## config.mk

```make
export PLATFORM = sky130hd
export DESIGN_NAME = uart_rx_flat
export DESIGN_NICKNAME = d
export VERILOG_FILES = /design/src/rtl/uart_rx_if.sv /design/src/rtl/uart_rx.sv /design/src/flat_wrapper.sv
export SDC_FILE = /design/constraint.sdc
export NUM_CORES = 1
export LEC_CHECK = 0
export ABC_AREA = 1
export BUFFER_PORTS_ARGS = -buffer_cell sky130_fd_sc_hd__buf_2
export CAP_MARGIN = 20
export CORE_ASPECT_RATIO = 1.4
export CORE_UTILIZATION = 44
export DETAILED_ROUTE_END_ITERATION = 7
export GPL_ROUTABILITY_DRIVEN = 0
export PLACE_DENSITY_LB_ADDON = 0.1
export SETUP_SLACK_MARGIN = 0.3
export SYNTH_ARGS = -nofsm -noshare
export SYNTH_HDL_FRONTEND = slang
export SYNTH_SLANG_ARGS = --single-unit
```

## constraint.sdc

```tcl
create_clock -name clk -period 1.86 [get_ports clk]
set_input_delay 0.279 -clock clk [delete_from_list [all_inputs] [get_ports clk]]
set_output_delay 0.279 -clock clk [all_outputs]
set_load 0.005 [all_outputs]
```

## src/rtl/uart_rx_if.sv

```systemverilog
// Receiver-side signal bundle for uart_rx: serial line in, received byte and status out.
// master = receiver, slave = line driver / byte consumer.
interface uart_rx_if;
  logic       Rx;
  logic       data_ack;
  logic [7:0] data;
  logic       data_valid;
  logic       framing_error;
  logic       overrun;
  logic       busy;
  logic [2:0] dbg_state;

  // data_valid is a level held until data_ack (a one-cycle pulse) is seen with data_valid high;
  // a good frame completing in the same cycle as data_ack reloads data and keeps data_valid high.
  modport master (
    input  Rx, data_ack,
    output data, data_valid, framing_error, overrun, busy, dbg_state
  );

  modport slave (
    output Rx, data_ack,
    input  data, data_valid, framing_error, overrun, busy, dbg_state
  );
endinterface

```

## src/rtl/uart_rx.sv

```systemverilog
// 8N1 UART receiver with two-flop line synchroniser, mid-bit sampling and valid/ack byte hold.
// Optional build macro UART_RX_MAJORITY_EN: 2-of-3 vote around each sample point (CLKS_PER_BIT >= 6).
module uart_rx #(
  parameter int CLKS_PER_BIT = 5208
) (
  input logic      clk,
  input logic      reset,
  uart_rx_if.master bus
);

  localparam int CW = $clog2(CLKS_PER_BIT);
  localparam logic [CW-1:0] LAST = CW'(CLKS_PER_BIT - 1);
`ifdef UART_RX_MAJORITY_EN
  // Decision moves one cycle later so the three votes straddle the original sample point.
  localparam logic [CW-1:0] START_PT = CW'(CLKS_PER_BIT / 2);
`else
  localparam logic [CW-1:0] START_PT = CW'(CLKS_PER_BIT / 2 - 1);
`endif

  typedef enum logic [2:0] {
    IDLE      = 3'd0,
    START     = 3'd1,
    DATA      = 3'd2,
    STOP      = 3'd3,
    WAIT_HIGH = 3'd4
  } state_t;

  state_t          state_q, state_d;
  logic            rx_meta_q, rx_s_q;
  logic [CW-1:0]   cnt_q, cnt_d;
  logic [2:0]      bit_q, bit_d;
  logic [7:0]      shift_q, shift_d;
  logic [7:0]      data_q, data_d;
  logic            dv_q, dv_d;
  logic            fe_q, fe_d;
  logic            ov_q, ov_d;
  logic            smp;
  logic            load;

  always_ff @(posedge clk or posedge reset) begin
    if (reset) begin
      rx_meta_q <= 1'b1;
      rx_s_q    <= 1'b1;
    end else begin
      rx_meta_q <= bus.Rx;
      rx_s_q    <= rx_meta_q;
    end
  end

`ifdef UART_RX_MAJORITY_EN
  logic [1:0] hist_q;

  always_ff @(posedge clk or posedge reset) begin
    if (reset) hist_q <= 2'b11;
    else       hist_q <= {hist_q[0], rx_s_q};
  end

  assign smp = (hist_q[1] & hist_q[0]) | (hist_q[1] & rx_s_q) | (hist_q[0] & rx_s_q);
`else
  assign smp = rx_s_q;
`endif

  always_ff @(posedge clk or posedge reset) begin
    if (reset) begin
      state_q <= IDLE;
      cnt_q   <= '0;
      bit_q   <= '0;
      shift_q <= '0;
      data_q  <= '0;
      dv_q    <= 1'b0;
      fe_q    <= 1'b0;
      ov_q    <= 1'b0;
    end else begin
      state_q <= state_d;
      cnt_q   <= cnt_d;
      bit_q   <= bit_d;
      shift_q <= shift_d;
      data_q  <= data_d;
      dv_q    <= dv_d;
      fe_q    <= fe_d;
      ov_q    <= ov_d;
    end
  end

  always_comb begin
    state_d = state_q;
    cnt_d   = cnt_q + CW'(1);
    bit_d   = bit_q;
    shift_d = shift_q;
    data_d  = data_q;
    dv_d    = dv_q;
    ov_d    = ov_q;
    fe_d    = 1'b0;
    load    = 1'b0;

    if (bus.data_ack && dv_q) begin
      dv_d = 1'b0;
      ov_d = 1'b0;
    end

    case (state_q)
      IDLE: begin
        cnt_d = '0;
        if (!rx_s_q) state_d = START;
      end
      START: begin
        if (cnt_q == START_PT) begin
          cnt_d = '0;
          if (!smp) begin
            state_d = DATA;
            bit_d   = '0;
          end else begin
            state_d = IDLE;
          end
        end
      end
      DATA: begin
        if (cnt_q == LAST) begin
          cnt_d   = '0;
          shift_d = {smp, shift_q[7:1]};
          bit_d   = bit_q + 3'd1;
          if (bit_q == 3'd7) state_d = STOP;
        end
      end
      STOP: begin
        if (cnt_q == LAST) begin
          cnt_d = '0;
          if (smp) begin
            load    = 1'b1;
            state_d = IDLE;
          end else begin
            fe_d    = 1'b1;
            state_d = WAIT_HIGH;
          end
        end
      end
      WAIT_HIGH: begin
        // A held-low line (break) must return high before a new start can arm.
        cnt_d = '0;
        if (rx_s_q) state_d = IDLE;
      end
      default: begin
        cnt_d   = '0;
        state_d = IDLE;
      end
    endcase

    // A completing frame overrides a same-cycle ack; the ack only suppresses overrun.
    if (load) begin
      data_d = shift_q;
      dv_d   = 1'b1;
      ov_d   = bus.data_ack ? 1'b0 : (ov_q | dv_q);
    end
  end

  assign bus.data          = data_q;
  assign bus.data_valid    = dv_q;
  assign bus.framing_error = fe_q;
  assign bus.overrun       = ov_q;
  assign bus.busy          = (state_q != IDLE);
  assign bus.dbg_state     = state_q;

endmodule

```

## src/flat_wrapper.sv

```systemverilog
// flat-port wrapper written by rule: the top's interface ports become plain ports
module uart_rx_flat 
#(
  parameter int CLKS_PER_BIT = 5208
)
  (clk, reset, bus_Rx, bus_data_ack, bus_data, bus_data_valid, bus_framing_error, bus_overrun, bus_busy, bus_dbg_state);
  uart_rx_if bus_i ();
  input logic clk;
  input logic reset;
  input wire logic [$bits(bus_i.Rx)-1:0] bus_Rx;
  input wire logic [$bits(bus_i.data_ack)-1:0] bus_data_ack;
  output wire logic [$bits(bus_i.data)-1:0] bus_data;
  output wire logic [$bits(bus_i.data_valid)-1:0] bus_data_valid;
  output wire logic [$bits(bus_i.framing_error)-1:0] bus_framing_error;
  output wire logic [$bits(bus_i.overrun)-1:0] bus_overrun;
  output wire logic [$bits(bus_i.busy)-1:0] bus_busy;
  output wire logic [$bits(bus_i.dbg_state)-1:0] bus_dbg_state;
  assign bus_i.Rx = bus_Rx;
  assign bus_i.data_ack = bus_data_ack;
  assign bus_data = bus_i.data;
  assign bus_data_valid = bus_i.data_valid;
  assign bus_framing_error = bus_i.framing_error;
  assign bus_overrun = bus_i.overrun;
  assign bus_busy = bus_i.busy;
  assign bus_dbg_state = bus_i.dbg_state;
  uart_rx #(.CLKS_PER_BIT(CLKS_PER_BIT)) u_core (.clk(clk), .reset(reset), .bus(bus_i));
endmodule
```

After elaboration in Yosys (flattened, before gate mapping)
Cells that the tools add are included.

operators by class
  equality and inequality tests = 14
  bitwise logic cells = 1
  add/sub/neg operators = 2
  reductions and logical operators = 9
  muxes and demuxes = 26

operator list
  operator               number
  $mux 3                 10
  $mux 13                2
  $pmux 13 s2            1
  $pmux 3 s5             1
  $add 13x1->13 const B  1
  $eq 13x12->1 const B   1
  $eq 13x13->1 const B   1
  $mux 1                 10
  $ne 2x1->1 const B     5
  $eq 3x2->1 const B     2
  $eq 3x3->1 const B     2
  $pmux 3 s2             1
  $reduce_and 6->1       1
  $ne 2x2->1 const B     2
  $reduce_and 4->1       1
  $reduce_bool 2->1      2
  $add 3x1->3 const B    1
  $eq 3x1->1 const B     1
  $logic_not 3->1        1
  $reduce_bool 3->1      1
  $mux 2                 1
  $reduce_and 2->1       1
  $reduce_or 2->1        1
  $logic_and 1x1->1      1
  $or 1x1->1             1

storage, ports and cells
  bits in registers = 40
  input bits = 4
  output and inout port bits = 15

Logic depth before layout (Yosys ltp)
Gate-level depths: netlist (run 1).

  depth in word-level cells = 4
  depth in mapped cells = 9
  gate-level depth less buffers = 8

Least setup slack after synthesis (run 1)
No wires, ideal clock.

  path type = flip-flop to flip-flop
  from = reg u_core.cnt_q[0]
  to = reg u_core.data_q[0], in the netlist u_core.bus.data[0]
  slack = 407 ps
  cell stages (with the launch flop) = 7
  buffers on the path = 0
  arrival = 1336 ps
  period minus slack after synthesis = 1453 ps
  required time = 1743 ps
  cells stage by stage = dfrtp_1 > ha_1 > nand3_2 > nor3_4 > nand3_4 > nand2_1 > nand2_1

on the way
  longest elaborated chain between the ends = 3

ends and longest elaborated chain
  element                   RTL line        source
  start: declaration        uart_rx.sv:30   logic [CW-1:0] cnt_q, cnt_d;
  start signal: assignment  uart_rx.sv:75   cnt_q <= cnt_d;
  $eq 13x13->1              uart_rx.sv:126  if (cnt_q == LAST) begin
  $mux 1                    uart_rx.sv:126
  $mux 1                    uart_rx.sv:101  case (state_q)
  end signal: assignment    uart_rx.sv:78   data_q <= data_d;
  end: declaration          uart_rx.sv:33   logic [7:0] data_q, data_d;

Every way passes these cells.
A chain may end at the register's enable or synchronous reset.

Worst setup path after layout (run 1)
  from = reg u_core.cnt_q[5]
  to = reg u_core.bit_q[1]

on the way
  longest elaborated chain between the ends = 3

ends and longest elaborated chain
  element                                       RTL line                        source
  $eq 13x13->1 or $eq 13x12->1 (tied branches)  uart_rx.sv:118, uart_rx.sv:107
  $ne 2x1->1 (no source line)                   --
  $reduce_and 4->1 (no source line) *           --
  end signal: assignment                        uart_rx.sv:76                   bit_q <= bit_d;
  end: declaration                              uart_rx.sv:31                   logic [2:0] bit_q, bit_d;

Mark *: on every way between the ends. The rest lies on a longest branch, timed or not.

==> reports/results.ini, run 1 <==
[logic_synthesis]
yosysWarnings=0
synthTopCellsByArea=dfrtp_1, nand2_1, nor2_1
ys_ff_latch=40
synth-simple-area-share=0.382
synth_top_area_share=0.475
synth.avg_cell_area_um2=8.01
yosysUniqueCellTypes=25
synth-adder-area-share=0.0188
synthesis.area_mm2=0.00200
synth_top_family_by_area=simple AND/OR/NAND/NOR gates
synth.area.mux_share=0
synth-compound-area-share=0.0288
synth.yosys.seq_area_share=0.501
synth_top_area_cell=dfrtp_1
syn_inst=250
syn-num-nets=257
synth-xor-area-share=0.0131

[detailed_routing]
ant_nets=0
dr.pass1.iters=4
drt_iter0_drc=44
drt_wl_total_um=4030
via_count=1651
routedWlPerCell_um=11.7
avgViaCountPerCell=4.80
drc=0

[global_route]
grt_usage=0.197
overflow=0
grt_use_met2=0.349
grt_pass1_vias=1639
antenna_found_initial=0
busiest_layer=met2
grt_pass1_wl_um=7040
grt_max_degree=41
grt_use_met3=0.0472
grt_use_met1=0.223

[finish]
nNetsFinal=290
fin_util=0.571
finalNonFillerCells=344
drive_gt1_frac=0.271
layout_commonest_cell=nand2_1
areaGrowthSynthToFinish_pct=22.9
antennaDiodeCount=0
mostFrequentLayoutCells=nand2_1, dfrtp_1, nor2_1, inv_1, buf_2
nFillCells=415

[place]
dpl.hpwl_um=2750
port_buffers=18
placedCellCount=330

[status]
outcome=finished, final reports clean

[die]
io_pins=19
core_area_mm2=0.00431
fp.dieH_um=81.8
dieArea_mm2=0.00483
initial_core_util=0.465
fp.dieW_um=59.0
rows=28

[clock_tree]
clock_latency_ns=0.29
hold_buffers=0
clock_sinks=40
clk_pin_slew_ns=0.07
clock-root-buffer=clkbuf_8
cts_tree=yes
clockBufferDepth=2
htree_levels=2
numCtsBuffers=5

[worst_setup_path]
crit_chain=inv_2 > nand2_1 > nor2_1 > nand3_4 > a21oi_4 > buf_4 > nand3_1 > nand2_1
crit_path_end_kind=flip-flop
crit_start=u_core.cnt_q[5]$_DFF_PP0_
cp_num_cells=8
critPathTopFamily=simple AND/OR/NAND/NOR gates
cp_num_buf_inv=2
cp.required_ns=2.10
path_common_cell=nand2_1
path_max_fanout=5
slowest_stage=dfrtp_1
endpoint=u_core.bit_q[1]$_DFFE_PP0P_
reg2reg_slack_ns=0.36
reg2reg_to=u_core.bit_q[1]$_DFFE_PP0P_
r2r-start=u_core.cnt_q[5]$_DFF_PP0_
crit_arrival_ns=1.74
critical_path_class=flip-flop to flip-flop
ff2ff_path_depth=8
critPathMaxStageDelay_ns=0.45
cp-start-kind=flip-flop

[timing]
setup_tns_ns=0
worst_slew_pin_slew_ns=0.508
skew_ns=0.00429
setup_viol=0
timing.final.crit_share=0.807
relSlewSlack=0.661
rsz0062_at_grt=true
max_freq_ghz=0.666
timing_hold_violations_final=0
fin_hold_ws_ns=0.0878
final-max-slew-violation-count=0
min_period_ns=1.50

[pwr]
peakVddDrop_mv=0.564
cellLeakagePower_nw=1.27
cellPowerDensity_mw_per_mm2=684

[flow_run]
maxCapViolCount=0

[hold_path]
min_path_type=primary input to flip-flop

[report_power, final]
part | switching [W] | internal, W
sequential | 0.00000470 | 0.000875
clock | 0.000294 | 0.000473
combinational | 0.0000260 | 0.0000102
[how the worst min path moves through the flow]
| stage | startpoint | end | slack, ns | cells after the start |
|---|---|---|---|---|
| after floorplan | bus_Rx | u_core.rx_meta_q$_DFF_PP1_ | 0.28 | 0 |
| after global placement | u_core.rx_meta_q$_DFF_PP1_ | u_core.rx_s_q$_DFF_PP1_ | 0.35 | 0 |
| after detailed placement | u_core.rx_meta_q$_DFF_PP1_ | u_core.rx_s_q$_DFF_PP1_ | 0.35 | 0 |
| after CTS | bus_Rx | u_core.rx_meta_q$_DFF_PP1_ | 0.08 | 1 |
| after global routing | bus_Rx | u_core.rx_meta_q$_DFF_PP1_ | 0.07 | 1 |
| final | bus_Rx | u_core.rx_meta_q$_DFF_PP1_ | 0.09 | 1 |
[cells by family after synthesis]
group / after synthesis
adder cells (fa/ha/maj): 3
buffers and inverters: 28
AND/OR/NAND/NOR: 166
flip-flops: 40
XOR/XNOR: 3
AO/OA/AOI/OAI: 10
[layout make-up]
class | count | area, um^2 | share of cell area
clock buffer | 7 | 96.3 | 0.0391
inverter | 27 | 104 | 0.0422
tap | 60 | 75.1 | 0.0305
timing repair inverter | 1 | 7.51 | 0.00305
multi-input combinational | 182 | 980 | 0.398
timing repair buffer | 26 | 163 | 0.0661
sequential | 40 | 1010 | 0.409
clock inverter | 1 | 30.0 | 0.0122
[state kept, by name (all words and copies together) (netlist names), 3 cells and up]
| register | cells |
|---|---|
| u_core.shift_q | 8 |
| u_core.bit_q | 3 |
| u_core.bus.data | 8 |
| u_core.cnt_q | 13 |
| u_core.bus.dbg_state | 3 |
[metrics by stage]
| stage | instance area [um^2] | total power [W] | worst slack [ns] |
|---|---|---|---|
| 4_1_cts | 2370 | 0.00171 | 0.306 |
| 2_1_floorplan | 2000 | 0.000917 | 0.407 |
| 3_3_place_gp | 2180 | 0.000931 | 0.253 |
| 5_1_grt | 2460 | 0.00175 | 0.281 |
| 6_report | 2460 | 0.00168 | 0.359 |
| 3_5_place_dp | 2180 | 0.000932 | 0.211 |
[synth_stat cells (all sizes together)]
master	number
xor2	3
o21ai	6
dfrtp	38
inv	27
nor3	10
nand4	8
nand2	92
nand3	22
and3	1
nor2	33
buf	1
dfstp	2
ha	3
a21oi	4
[per-layer routing]
metal / share of wire / vias to the layer above / wire length (um)
met4: 0.018 / 0 / 73
met5: 0 / - / 0
met1: 0.44 / 768 / 1780
met2: 0.52 / 19 / 2080
li1: - / 857 / -
met3: 0.024 / 7 / 95
[repair_timing]
action                     4_1_cts  5_1_grt
setup endpoints to repair       22       37
cloned                           1        0
pin swaps                        3        5
setup buffers                    3        2
hold endpoints to repair         0        0
gates resized for setup          7       23
[worst reg2reg max path: cells and delay by family, from the launching register on]
family / cells / cell delay [ns]
DFF: 1 / 0.45
and+or+nand+nor: 5 / 0.52
AOI/OAI and AO/OA: 1 / 0.20
buffers and inverters: 2 / 0.27
Power figures use the tool's default switching activity.
==> run 2, diff against run 1 <==
--- a/config.mk
+++ b/config.mk
@@ -5,7 +5,7 @@
 export SDC_FILE = /design/constraint.sdc
 export NUM_CORES = 1
 export LEC_CHECK = 0
-export ABC_AREA = 1
+export ABC_AREA = 0
 export BUFFER_PORTS_ARGS = -buffer_cell sky130_fd_sc_hd__buf_2
 export CAP_MARGIN = 20
 export CORE_ASPECT_RATIO = 1.4
==> constraint.sdc (replaced) <==
create_clock -name clk -period 1.4 [get_ports clk]
set_input_delay 0.21 -clock clk [delete_from_list [all_inputs] [get_ports clk]]
set_output_delay 0.21 -clock clk [all_outputs]
set_load 0.005 [all_outputs]
==> reports/results.ini, run 2 <==
[worst_setup_path]
critical_path_class=flip-flop to flip-flop
crit_path_end_kind=flip-flop
reg2reg_to=u_core.shift_q[0]$_DFFE_PP0P_
reg2reg_slack_ns=-0.21  ; -0.57 ns
crit_start=u_core.cnt_q[3]$_DFF_PP0_
r2r-start=u_core.cnt_q[3]$_DFF_PP0_
path_max_fanout=5  ; unchanged
crit_arrival_ns=1.79  ; +0.05 ns
cp.required_ns=1.58  ; -0.52 ns
endpoint=u_core.shift_q[0]$_DFFE_PP0P_
cp-start-kind=flip-flop
ff2ff_path_depth=4  ; -4

[finish]
multi_input_area_um2=967  ; -1.3%
mostFrequentLayoutCells=dfrtp_1, buf_4, nor2_1, buf_2, buf_6
nNetsFinal=224  ; -23%
nFillCells=289  ; -30%
top_register=u_core.cnt_q
largest_reg_flops=13  ; unchanged
areaGrowthSynthToFinish_pct=42.9
drive_gt1_frac=0.537  ; +0.266
layout_commonest_cell=dfrtp_1
regArea_mm2=0.00101  ; +0.13%
fin_util=0.669  ; +0.0980
antennaDiodeCount=0  ; unchanged

[timing]
rsz0062_at_grt=true
worst_slew_pin_slew_ns=0.388  ; -0.120 ns
setup_viol=36  ; +36
max_freq_ghz=0.620  ; -7.0%
final-max-slew-violation-count=0  ; unchanged
skew_ns=0.00572  ; +0.00143 ns
relSlewSlack=0.741  ; +0.0797
timing.final.crit_share=1.15  ; +0.345
min_period_ns=1.61  ; +0.112 ns
setup_slack_ns=-0.213  ; -0.572 ns
timing_hold_violations_final=0  ; unchanged

[hold_path]
min_path_type=primary input to flip-flop
worstHoldStart=bus_Rx

[flow_run]
maxCapViolCount=0  ; unchanged

[status]
violations=design-rule violations, negative setup slack
outcome=finished, violations left

[die]
fp.dieH_um=79.4  ; -2.9%
io_pins=19  ; unchanged
rows=27  ; -3.6%
initial_core_util=0.468  ; +0.00383
dieArea_mm2=0.00455  ; -5.8%
core_area_mm2=0.00402  ; -6.7%
fp.dieW_um=57.3  ; -2.9%

[logic_synthesis]
ys_ff_latch=40  ; unchanged
synth-simple-area-share=0.194  ; -0.188
yosysUniqueCellTypes=40  ; +60%
synth-adder-area-share=0.0199  ; +0.00118
synth_ff_type=dfrtp_1
synth_top_family_by_area=simple AND/OR/NAND/NOR gates
synth-compound-area-share=0.0465  ; +0.0178
yosysWarnings=0  ; unchanged
syn_inst=151  ; -40%
synthTopCellsByArea=dfrtp_1, mux2_4, mux2_2
synth-xor-area-share=0.0512  ; +0.0380
async_flop_share=1.00  ; unchanged
synth.yosys.seq_area_share=0.533  ; +0.0316
synth_top_area_share=0.505  ; +0.0300
synth_common_cells=dfrtp_1, nor2_1, nand3_1
syn-num-nets=158  ; -39%
synth_edf_count=0  ; unchanged
synth.avg_cell_area_um2=12.5  ; +56%
synthesis.area_mm2=0.00188  ; -5.9%
synth_most_common_cell=dfrtp_1
synth.area.mux_share=0.117  ; +0.117
synth_top_area_cell=dfrtp_1

[global_route]
grt_usage=0.204  ; +0.00701
grt_max_degree=26  ; -37%
overflow=0  ; unchanged
grt_pass1_vias=1514  ; -7.6%
antenna_found_initial=0  ; unchanged
grt_pass1_wl_um=7080  ; +0.50%

[detailed_routing]
via_count=1442  ; -13%
drc=3  ; +3
dr.pass1.iters=6  ; +2
routedWlPerCell_um=15.6  ; +33%
ant_nets=0  ; unchanged
drt_iter0_drc=38  ; -14%
drt_wl_total_um=4070  ; +0.79%
avgViaCountPerCell=5.52  ; +15%

[clock_tree]
numCtsBuffers=5  ; unchanged
cts_tree=yes
htree_levels=2  ; unchanged
clock_sinks=40  ; unchanged
clock-root-buffer=clkbuf_8
clk_pin_slew_ns=0.08  ; about the same
clock_latency_ns=0.29  ; about the same
clockBufferDepth=2  ; unchanged

[place]
dp_worst_setup_slack_ns=-0.269  ; -0.480 ns
dpl.hpwl_um=2770  ; +0.95%
port_buffers=18  ; unchanged

[pwr]
cellPowerDensity_mw_per_mm2=791  ; +16%
peakVddDrop_mv=0.614  ; +9.0%
cellLeakagePower_nw=1.28  ; +0.46%

==> run 2: changes by cell type after synthesis, moves of 4 or more <==
cell,delta
nor2_1,-15
nor3_1,-5
inv_1,-16
nand3_1,-9
mux2_2,+8
mux2_4,+8
inv_2,-6
nand2_1,-83
nand2_2,-4
xnor2_1,+5
==> run 2: worst max-delay path, cell delays in order, from the launching register on <==
cell and delay (ns):
dfrtp_2 0.43, nor4_4 0.30, and3_4 0.24, and3_4 0.23, mux2_4 0.30
==> run 2: cell type report <==
cell class / instances / share of cell area
multi-input combinational: 102 / 0.360
tap: 43 / 0.0200
sequential: 40 / 0.374
timing repair buffer: 63 / 0.196
clock inverter: 3 / 0.0158
inverter: 5 / 0.00837
clock buffer: 5 / 0.0256
==> run 2: how the worst min path moves through the flow <==
| stage | to | slack (ns) | cells past startpoint |
|---|---|---|---|
| 6_report | u_core.rx_meta_q$_DFF_PP1_ | 0.02 | 1 |
| 5_1_grt | u_core.rx_meta_q$_DFF_PP1_ | 0.004 | 1 |
| 4_1_cts | u_core.rx_meta_q$_DFF_PP1_ | 0.008 | 1 |
| 3_5_place_dp | u_core.cnt_q[4]$_DFF_PP0_ | 0.22 | 2 |
| 3_3_place_gp | u_core.cnt_q[2]$_DFF_PP0_ | 0.21 | 2 |
| 2_1_floorplan | u_core.bit_q[0]$_DFFE_PP0P_ | 0.19 | 1 |
==> run 2: stage by stage <==
| stage | power [W] | setup TNS [ns] | instance area [um^2] | hold slack [ns] | instances |
|---|---|---|---|---|---|
| floorplan | 0.00120 | -6.20 | 1930 | 0.188 | 151 |
| global placement | 0.00122 | -5.76 | 2280 | 0.215 | 238 |
| detailed placement | 0.00123 | -6.73 | 2280 | 0.218 | 238 |
| CTS | 0.00215 | -5.36 | 2620 | 0.00819 | 256 |
| global route | 0.00220 | -7.05 | 2690 | 0.00361 | 261 |
| finish | 0.00213 | -4.74 | 2690 | 0.0179 | 261 |
==> run 2: cells by family (layout without fill, tap and decap cells) <==
family	count (synthesis)	in the layout
AO/OA/AOI/OAI	11	11
XOR/XNOR	11	11
adder cells (fa/ha/maj)	3	3
buffers and inverters	10	76
flip-flops	40	40
multiplexers	17	17
AND/OR/NAND/NOR	59	60
==> run 2: where the power goes <==
group          switching, W  internal [W]
Clock              0.000397      0.000527
Sequential       0.00000135       0.00116
Combinational     0.0000285     0.0000137
Total              0.000427       0.00170
==> run 2: timing repair <==
item | in CTS | in global routing
buffers inserted | 8 | 5
pin swaps | 15 | 7
endpoints found under the hold margin | 14 | 0
resized for setup | 33 | 6
hold buffers | 1 | 0
setup endpoints to repair | 42 | 44
gates cloned | 1 | 0
==> run 2: layer usage <==
layer,vias to the layer above,wire length (um),global-route usage
met5,-,0,0
met4,0,59,0.0634
met3,7,85,0.0454
met2,22,2280,0.385
met1,739,1640,0.224
li1,674,-,-
